### src/rtl/tcu_noc_burst_tx.sv
// tcu_noc_burst_tx
//   Burst transmitter on the TCU->NoC path. One accepted message-write request
//   plus req_len_i payload words become one NoC burst packet: a header flit
//   (burst=1, data0=length) followed by req_len_i payload flits, the last of
//   which carries burst=0. All noc_*_o outputs come from one output register
//   that is held stable while noc_stall_i is asserted.
// Ports
//   clk_i, reset_n_i                 clock, async active-low reset
//   src_chipid_i, src_modid_i        own NoC address (static)
//   req_valid_i/req_ready_o          request handshake; req_trg_*, req_mode_i,
//                                    req_addr_i, req_len_i qualify it
//   data_valid_i/data_ready_o        payload handshake; data_i = {data1,data0},
//                                    data_bsel_i = payload byte select
//   noc_wrreq_o, noc_burst_o, noc_*  flit output register
//   noc_stall_i                      flit taken when noc_wrreq_o && !noc_stall_i
//   busy_o                           packet in progress
//   done_o                           1-cycle pulse after the last flit is taken
//   err_o                            1-cycle pulse after an illegal req_len_i
module tcu_noc_burst_tx #(
  parameter int NOC_BSEL_SIZE        = 8,
  parameter int NOC_CHIPID_SIZE      = 4,
  parameter int NOC_MODID_SIZE       = 4,
  parameter int NOC_MODE_SIZE        = 2,
  parameter int NOC_ADDR_SIZE        = 16,
  parameter int NOC_DATA_SIZE        = 16,
  parameter int MAX_BURST_LENGTH_MSG = 4,
  parameter int LEN_SIZE             = $clog2(MAX_BURST_LENGTH_MSG) + 1
) (
  input  logic                       clk_i,
  input  logic                       reset_n_i,
  input  logic [NOC_CHIPID_SIZE-1:0] src_chipid_i,
  input  logic [NOC_MODID_SIZE-1:0]  src_modid_i,
  input  logic                       req_valid_i,
  output logic                       req_ready_o,
  input  logic [NOC_CHIPID_SIZE-1:0] req_trg_chipid_i,
  input  logic [NOC_MODID_SIZE-1:0]  req_trg_modid_i,
  input  logic [NOC_MODE_SIZE-1:0]   req_mode_i,
  input  logic [NOC_ADDR_SIZE-1:0]   req_addr_i,
  input  logic [LEN_SIZE-1:0]        req_len_i,
  input  logic                       data_valid_i,
  output logic                       data_ready_o,
  input  logic [2*NOC_DATA_SIZE-1:0] data_i,
  input  logic [NOC_BSEL_SIZE-1:0]   data_bsel_i,
  output logic                       noc_wrreq_o,
  output logic                       noc_burst_o,
  output logic [NOC_BSEL_SIZE-1:0]   noc_bsel_o,
  output logic [NOC_CHIPID_SIZE-1:0] noc_src_chipid_o,
  output logic [NOC_MODID_SIZE-1:0]  noc_src_modid_o,
  output logic [NOC_CHIPID_SIZE-1:0] noc_trg_chipid_o,
  output logic [NOC_MODID_SIZE-1:0]  noc_trg_modid_o,
  output logic [NOC_MODE_SIZE-1:0]   noc_mode_o,
  output logic [NOC_ADDR_SIZE-1:0]   noc_addr_o,
  output logic [NOC_DATA_SIZE-1:0]   noc_data0_o,
  output logic [NOC_DATA_SIZE-1:0]   noc_data1_o,
  input  logic                       noc_stall_i,
  output logic                       busy_o,
  output logic                       done_o,
  output logic                       err_o
);

  typedef enum logic [1:0] {
    ST_IDLE,
    ST_DATA,
    ST_LAST
  } state_t;

  localparam logic [LEN_SIZE-1:0] LEN_MAX = LEN_SIZE'(MAX_BURST_LENGTH_MSG);
  localparam logic [LEN_SIZE-1:0] LEN_ONE = LEN_SIZE'(1);

  state_t              state, state_nxt;
  logic [LEN_SIZE-1:0] rem;
  logic                load_ok;
  logic                len_ok;
  logic                load_hdr;
  logic                load_pay;
  logic                drop;
  logic                set_done;
  logic                set_err;

  // Output register may take a new flit when empty or when its flit leaves.
  assign load_ok = !noc_wrreq_o || !noc_stall_i;
  assign len_ok  = (req_len_i != '0) && (req_len_i <= LEN_MAX);
  assign busy_o  = (state != ST_IDLE);

  always_ff @(posedge clk_i or negedge reset_n_i) begin
    if (!reset_n_i) begin
      state <= ST_IDLE;
    end else begin
      state <= state_nxt;
    end
  end

  always_comb begin
    state_nxt    = state;
    req_ready_o  = 1'b0;
    data_ready_o = 1'b0;
    load_hdr     = 1'b0;
    load_pay     = 1'b0;
    drop         = 1'b0;
    set_done     = 1'b0;
    set_err      = 1'b0;
    unique case (state)
      ST_IDLE: begin
        req_ready_o = 1'b1;
        if (req_valid_i) begin
          if (len_ok) begin
            load_hdr  = 1'b1;
            state_nxt = ST_DATA;
          end else begin
            set_err = 1'b1;
          end
        end
      end
      ST_DATA: begin
        data_ready_o = load_ok;
        if (load_ok) begin
          if (data_valid_i) begin
            load_pay = 1'b1;
            if (rem == LEN_ONE) begin
              state_nxt = ST_LAST;
            end
          end else begin
            drop = 1'b1;
          end
        end
      end
      ST_LAST: begin
        // The last flit is always valid here; the cycle it leaves, the next
        // request may already load its header so packets run back to back.
        if (!noc_stall_i) begin
          set_done    = 1'b1;
          req_ready_o = 1'b1;
          state_nxt   = ST_IDLE;
          if (req_valid_i) begin
            if (len_ok) begin
              load_hdr  = 1'b1;
              state_nxt = ST_DATA;
            end else begin
              set_err = 1'b1;
            end
          end
          if (!load_hdr) begin
            drop = 1'b1;
          end
        end
      end
      default: state_nxt = ST_IDLE;
    endcase
  end

  always_ff @(posedge clk_i or negedge reset_n_i) begin
    if (!reset_n_i) begin
      noc_wrreq_o      <= 1'b0;
      noc_burst_o      <= 1'b0;
      noc_bsel_o       <= '0;
      noc_src_chipid_o <= '0;
      noc_src_modid_o  <= '0;
      noc_trg_chipid_o <= '0;
      noc_trg_modid_o  <= '0;
      noc_mode_o       <= '0;
      noc_addr_o       <= '0;
      noc_data0_o      <= '0;
      noc_data1_o      <= '0;
      rem              <= '0;
      done_o           <= 1'b0;
      err_o            <= 1'b0;
    end else begin
      done_o <= set_done;
      err_o  <= set_err;
      if (load_hdr) begin
        noc_wrreq_o      <= 1'b1;
        noc_burst_o      <= 1'b1;
        noc_bsel_o       <= '1;
        noc_src_chipid_o <= src_chipid_i;
        noc_src_modid_o  <= src_modid_i;
        noc_trg_chipid_o <= req_trg_chipid_i;
        noc_trg_modid_o  <= req_trg_modid_i;
        noc_mode_o       <= req_mode_i;
        noc_addr_o       <= req_addr_i;
        noc_data0_o      <= NOC_DATA_SIZE'(req_len_i);
        noc_data1_o      <= '0;
        rem              <= req_len_i;
      end else if (load_pay) begin
        // Address, mode and ids stay as loaded by the header.
        noc_wrreq_o <= 1'b1;
        noc_burst_o <= (rem != LEN_ONE);
        noc_bsel_o  <= data_bsel_i;
        noc_data0_o <= data_i[NOC_DATA_SIZE-1:0];
        noc_data1_o <= data_i[2*NOC_DATA_SIZE-1:NOC_DATA_SIZE];
        rem         <= (rem != '0) ? rem - LEN_ONE : rem;
      end else if (drop) begin
        noc_wrreq_o <= 1'b0;
      end
    end
  end

endmodule

### config.mk
export PLATFORM = sky130hd
export DESIGN_NAME = tcu_noc_burst_tx
export DESIGN_NICKNAME = d
export VERILOG_FILES = /design/src/rtl/tcu_noc_burst_tx.sv
export SDC_FILE = /design/constraint.sdc
export NUM_CORES = 1
export LEC_CHECK = 0
export BUFFER_PORTS_ARGS = -buffer_cell sky130_fd_sc_hd__buf_2
export CORE_ASPECT_RATIO = 0.9
export CORE_MARGIN = 2
export CORE_UTILIZATION = 50
export DETAILED_ROUTE_END_ITERATION = 8
export GPL_TIMING_DRIVEN = 0
export PLACE_DENSITY = 0.94
export SKIP_CTS_REPAIR_TIMING = 1
export SLEW_MARGIN = 20
export SYNTH_ARGS = -nofsm -noshare
export SYNTH_HDL_FRONTEND = slang
export SYNTH_SLANG_ARGS = --single-unit
export TNS_END_PERCENT = 30
### constraint.sdc
create_clock -name clk_i -period 3.4 [get_ports clk_i]
set_input_delay 0.34 -clock clk_i [delete_from_list [all_inputs] [get_ports clk_i]]
set_output_delay 0.34 -clock clk_i [all_outputs]
set_load 0.02 [all_outputs]
After elaboration in Yosys (flattened, before gate mapping). Cells that the tools add are included.

$add $sub $neg: 1. Multipliers: 0. Divide/modulo/power cells: 0. $lt $le $gt $ge: 1. Equal/unequal tests: 10. Shift operators: 0. Mux-type cells: 45. Bitwise operators: 0. Reductions and logical operators: 13.

Operator list (number): 2-to-1 mux 16 bit (4); 2-to-1 mux 1 bit (25); 2-to-1 mux 8 bit (2); 2-to-1 mux 2 bit (6); != test 2 bit (second input constant) (6); 2-to-1 mux 3 bit (3); nonzero test 3 bit (3); one-hot mux 1 bit (2 select lines) (4); one-hot mux 2 bit (3 select lines) (1); AND reduction 6 bit (1); nonzero test 2 bit (3); equality test 3 x 1 -> 1 bit (second input constant) (1); less-or-equal comparator 3 bit (second input constant) (1); != test 3 x 1 -> 1 bit (second input constant) (1); subtractor 3 x 1 -> 3 bit (second input constant) (1); equality test 2 x 1 -> 1 bit (second input constant) (1); equality test 2 bit (second input constant) (1); logical NOT 1 bit (2); logical NOT 2 bit (1); AND reduction 2 bit (1); logical AND 1 bit (1); logical OR 1 bit (1).

Flip-flop bits (word level): 83. Bits in latches: 0. RAM bits: 0. Bits in read-only memories: 0. Bits of input ports: 82. Output and inout port bits: 81. Word-level logic and storage cells: 85. Memories kept: 0.

Logic depth before layout (Yosys ltp).
Depth after elaboration: 12. Gate-level depth with buffers: 8. Mapped depth without buffers: 6.

Least setup slack after synthesis. Ideal clock, no wire load.

Path kind: reg-to-reg. Start point: register state[0]. End point: register noc_src_chipid_o[1]. Setup time: 125 ps. Arrival time: 1708 ps. Data required time: 3275 ps. Path slack: 1567 ps. Stages on the path, launching flop included: 7. Buffers on the path: 1. Period minus slack after synthesis: 1833 ps. Path through: dfrtp_1 inv_1 ha_1 and2b_1 o2111ai_2 buf_4 mux2_2.

Word-level cells in the longest chain between the ends: 2. Elaborated cells between the ends (all ways): 3. Classes of those cells: 1 x eq/ne; 1 x mux; 1 x reduce/logical.

Ends and longest elaborated chain: start: declaration (RTL line 70) `state_t state, state_nxt;`; start signal: assignment (RTL line 89) `state <= state_nxt;`; equality test 2 bit / logical NOT 2 bit (equally long branches) (RTL line 102) `unique case (state)`; one-hot mux 1 bit (2 select lines) (*) (RTL line 102); end signal: assignment (RTL line 174) `noc_src_chipid_o <= src_chipid_i;`; end: declaration (RTL line 47) `output logic [NOC_CHIPID_SIZE-1:0] noc_src_chipid_o,`.

Mark *: on every way between the ends. The rest lies on a longest branch, timed or not. A chain may end at the register's enable or synchronous reset.

Worst setup path after layout. Same ends and word-level chain as after synthesis.

==> summary.md <==
| Metric | Value |
|---|---|
| Status | finished, final reports clean |
| First-pass GRT wire length | 13,700 µm |
| Vias/cell | between 5 and 6 |
| Buf/Inv on CP | 2 |
| FF+latch count, synth | 83 |
| Critical path type | reg -> reg |
| Hold WS | 0.207 ns |
| Critical path launch point type | register |
| Yosys top cell area share | approximately three fifths |
| Die Width | 91.6 µm |
| Worst hold start | data_bsel_i[4] |
| Layout cells sized above 1 | between 40% and 50% |
| CP arrival | 2.40 ns |
| Post-Route WL | 8600 µm |
| Number of DRC markers in iteration 0 | 152 |
| Reg2reg setup slack | 1.23 ns |
| Slew Viols, Final | 0 |
| Tmin final | 2.17 ns |
| Syn_nets | 397 |
| Yosys warns | 0 |
| Ranking of synthesized cells by area | dfrtp_1 60%, mux2_2 12%, nand2_1 8.9%, a21oi_1 5.1%, ha_1 2.5% |
| WL/cell | 14.9 µm |
| Final total power | between 4 and 5 mW |
| Final setup fails | 0 |
| Post-synthesis area per instance | roughly 11 µm² |
| RSZ-0062 raised after global routing | no |
| CTS sink cnt | 83 |
| Max frequency | 462 MHz |
| Final hold vios | 0 |
| Cell taking the most area after synthesis | dfrtp_1 |
| Residual DRC count | 0 |
| GP Congestion | ~0.80 |
| WHS Endpoint | noc_bsel_o[4] |
| Clock Tree Root | clkbuf_8 |
| Die Y | 82.9 µm |
| Pin count of the biggest net entering global routing | 46 |
| Worst min path class | in -> reg |
| Slew margin rel. | 61.5% |
| Max-cap violation count | 0 |
| Top Family by Delay on Critical Path | compound AO/OA/AOI/OAI gates |
| Worst path cell trace | inv_1 -> ha_1 -> and2b_1 -> o2111ai_2 -> buf_4 -> mux2_2 |
| Leakage power | about 2.4 nW |
| CP max stage cell | o2111ai_2 |
| Vias in the first global route | 2,918 |
| Clk slew on worst S/H paths | ~0.08 ns |
| Worst R2R End | noc_src_chipid_o[1] |
| Pre-antenna DRT Iters | 4 |
| Synth Cell Area | 0.00346 mm² |
| Skew final | 0.00410 ns |
| Sum Neg Setup Slack | 0 ns |
| IO Port Bufs | approximately 160 |
| Worst Path Max Fanout | 10 |
| Area of the core | 0.00662 mm² |
| CTS tree | done |
| Yosys cell types | 30 |
| Crit share post-route | 63.7% |
| Worst-Skew Late Latency | 0.34 ns |
| Num CTS Buffers | 9 |
| Via count | 2,933 |
| Synth Instances | roughly 310 |
| Worst r2r src | state[0] |
| # diodes | 0 |
| Fin nets | 572 |
| Post-DRT Antenna Nets | 0 |
| Gr usage total | 23.1% |
| Cell Pwr Density | around 930 mW/mm² |
| WHS Path Cells | 3 |
| Grt total ovfl | 0 |
| Worst Tran Pin Value | a little under 0.6 ns |
| R2R depth | 6 |
| I/O pins | 163 |
| VDD IR max | 0.592 mV |
| Worst Path Required | 3.63 ns |
| Cell Rows | 28 |
| Initial antenna violation count | 0 |
| Detail Placement HPWL | 6590 µm |
| Clock Tree Buf Depth | 2 |
| CTS H-tree lvls | 3 |
| Worst setup EP type | register |
| Initial core utilization | 52.2% |
| Seq/Total Area, Yosys | approximately 60% |
| Max incr delay on CP | between 0.4 and 0.5 ns |
| Die area | between 0.007 and 0.008 mm² |
| Syn-to-layout area delta | 34.2% |
==> kinds of logic after synthesis <==
| logic type | Yosys count | share of synthesized area, % |
|---|---|---|
| and+or+nand+nor | 108 | 13.3 |
| muxes | 37 | 12.0 |
| adders and majority gates | 7 | 2.53 |
| AOI/OAI and AO/OA | 47 | 7.75 |
| DFF | 83 | 60.1 |
| xor gates and xnor gates | 1 | 0.253 |
| buffers and inverters | 25 | 4.02 |
==> state kept, by name (all words and copies together) (netlist names) <==
name,cells
noc_trg_chipid_o,4
noc_wrreq_o,1
err_o,1
noc_data1_o,16
noc_burst_o,1
state,2
noc_addr_o,16
done_o,1
rem,3
noc_src_chipid_o,4
noc_data0_o,16
noc_mode_o,2
noc_bsel_o,8
noc_trg_modid_o,4
noc_src_modid_o,4
==> worst max-delay path by stage <==
stage          slack (ns)  cells past startpoint     start                  end
6_report             1.23                      6  state[0]  noc_src_chipid_o[1]
3_5_place_dp         1.23                      6  state[0]  noc_src_chipid_o[1]
3_3_place_gp         1.24                      6  state[0]  noc_src_chipid_o[1]
5_1_grt              1.11                      6  state[0]  noc_src_chipid_o[1]
4_1_cts              1.19                      6  state[0]  noc_src_chipid_o[1]
2_1_floorplan        1.57                      6  state[0]  noc_src_chipid_o[1]
==> tightest hold or removal path, cell delays in order <==
cell     delay (ns)
buf_2          0.07
nand2_1        0.04
nand3_1        0.06
==> layout by cell type (no fill, tap or decap), drive strengths merged, types with 2 or more instances in the layout <==
| cell type | n |
|---|---|
| dfrtp | 83 |
| o21ai | 3 |
| inv | 9 |
| buf | 175 |
| a211o | 2 |
| and2 | 3 |
| nand2 | 82 |
| ha | 7 |
| nor2 | 7 |
| a31oi | 3 |
| clkbuf | 16 |
| bufinv | 2 |
| a21oi | 35 |
| mux2 | 36 |
| nand3 | 10 |
==> power breakdown <==
group	switching (mW)	internal, mW	total (mW)
clock	0.345	0.438	0.783
combinational	1.15	0.737	1.88
sequential	0.230	1.42	1.65
==> cell usage after synthesis <==
library cell / number
dfrtp_1: 83
nand2_1: 82
mux2_2: 36
a21oi_1: 35
nand3_1: 10
inv_1: 8
ha_1: 7
nor2_1: 7
buf_2: 6
clkbuf_1: 5
buf_6: 4
a31oi_1: 3
a211o_1: 2
and2_1: 2
buf_4: 2
o21ai_1: 2
a2bb2oi_1: 1
a32o_1: 1
and2_0: 1
and2b_1: 1
and3_4: 1
mux2i_1: 1
nand2b_1: 1
nand3b_1: 1
nor2b_4: 1
o2111ai_2: 1
o211ai_1: 1
o21ai_0: 1
or3_4: 1
xnor2_1: 1
==> routing by layer <==
metal	global-route usage [%]	vias to the layer above	part of all wire (%)
met5	0	-	0
met1	28.4	1402	40
met4	6.89	0	0.87
met2	39.0	151	50
met3	7.26	8	8.4
li1	-	1372	-
==> per-stage QoR <==
step	utilization, %	setup WS, ns	area, µm²	instances
after detailed placement	66.5	1.23	4400	561
final	70.0	1.23	4640	578
after global placement	66.1	1.24	4380	560
after global routing	70.0	1.11	4640	578
after CTS	69.9	1.19	4630	577
after floorplan	-	1.57	3460	308
==> final cells by class <==
class / count / area, µm²
inverter: 8 / 30.0
sequential: 83 / 2080
clock buffer: 11 / 141
buffer: 17 / 109
multi-input combinational: 200 / 1240
tap: 90 / 113
timing repair buffer: 164 / 843
clock inverter: 5 / 85.1
fill: 518 / 1980
(Power assumes the default switching activity.)
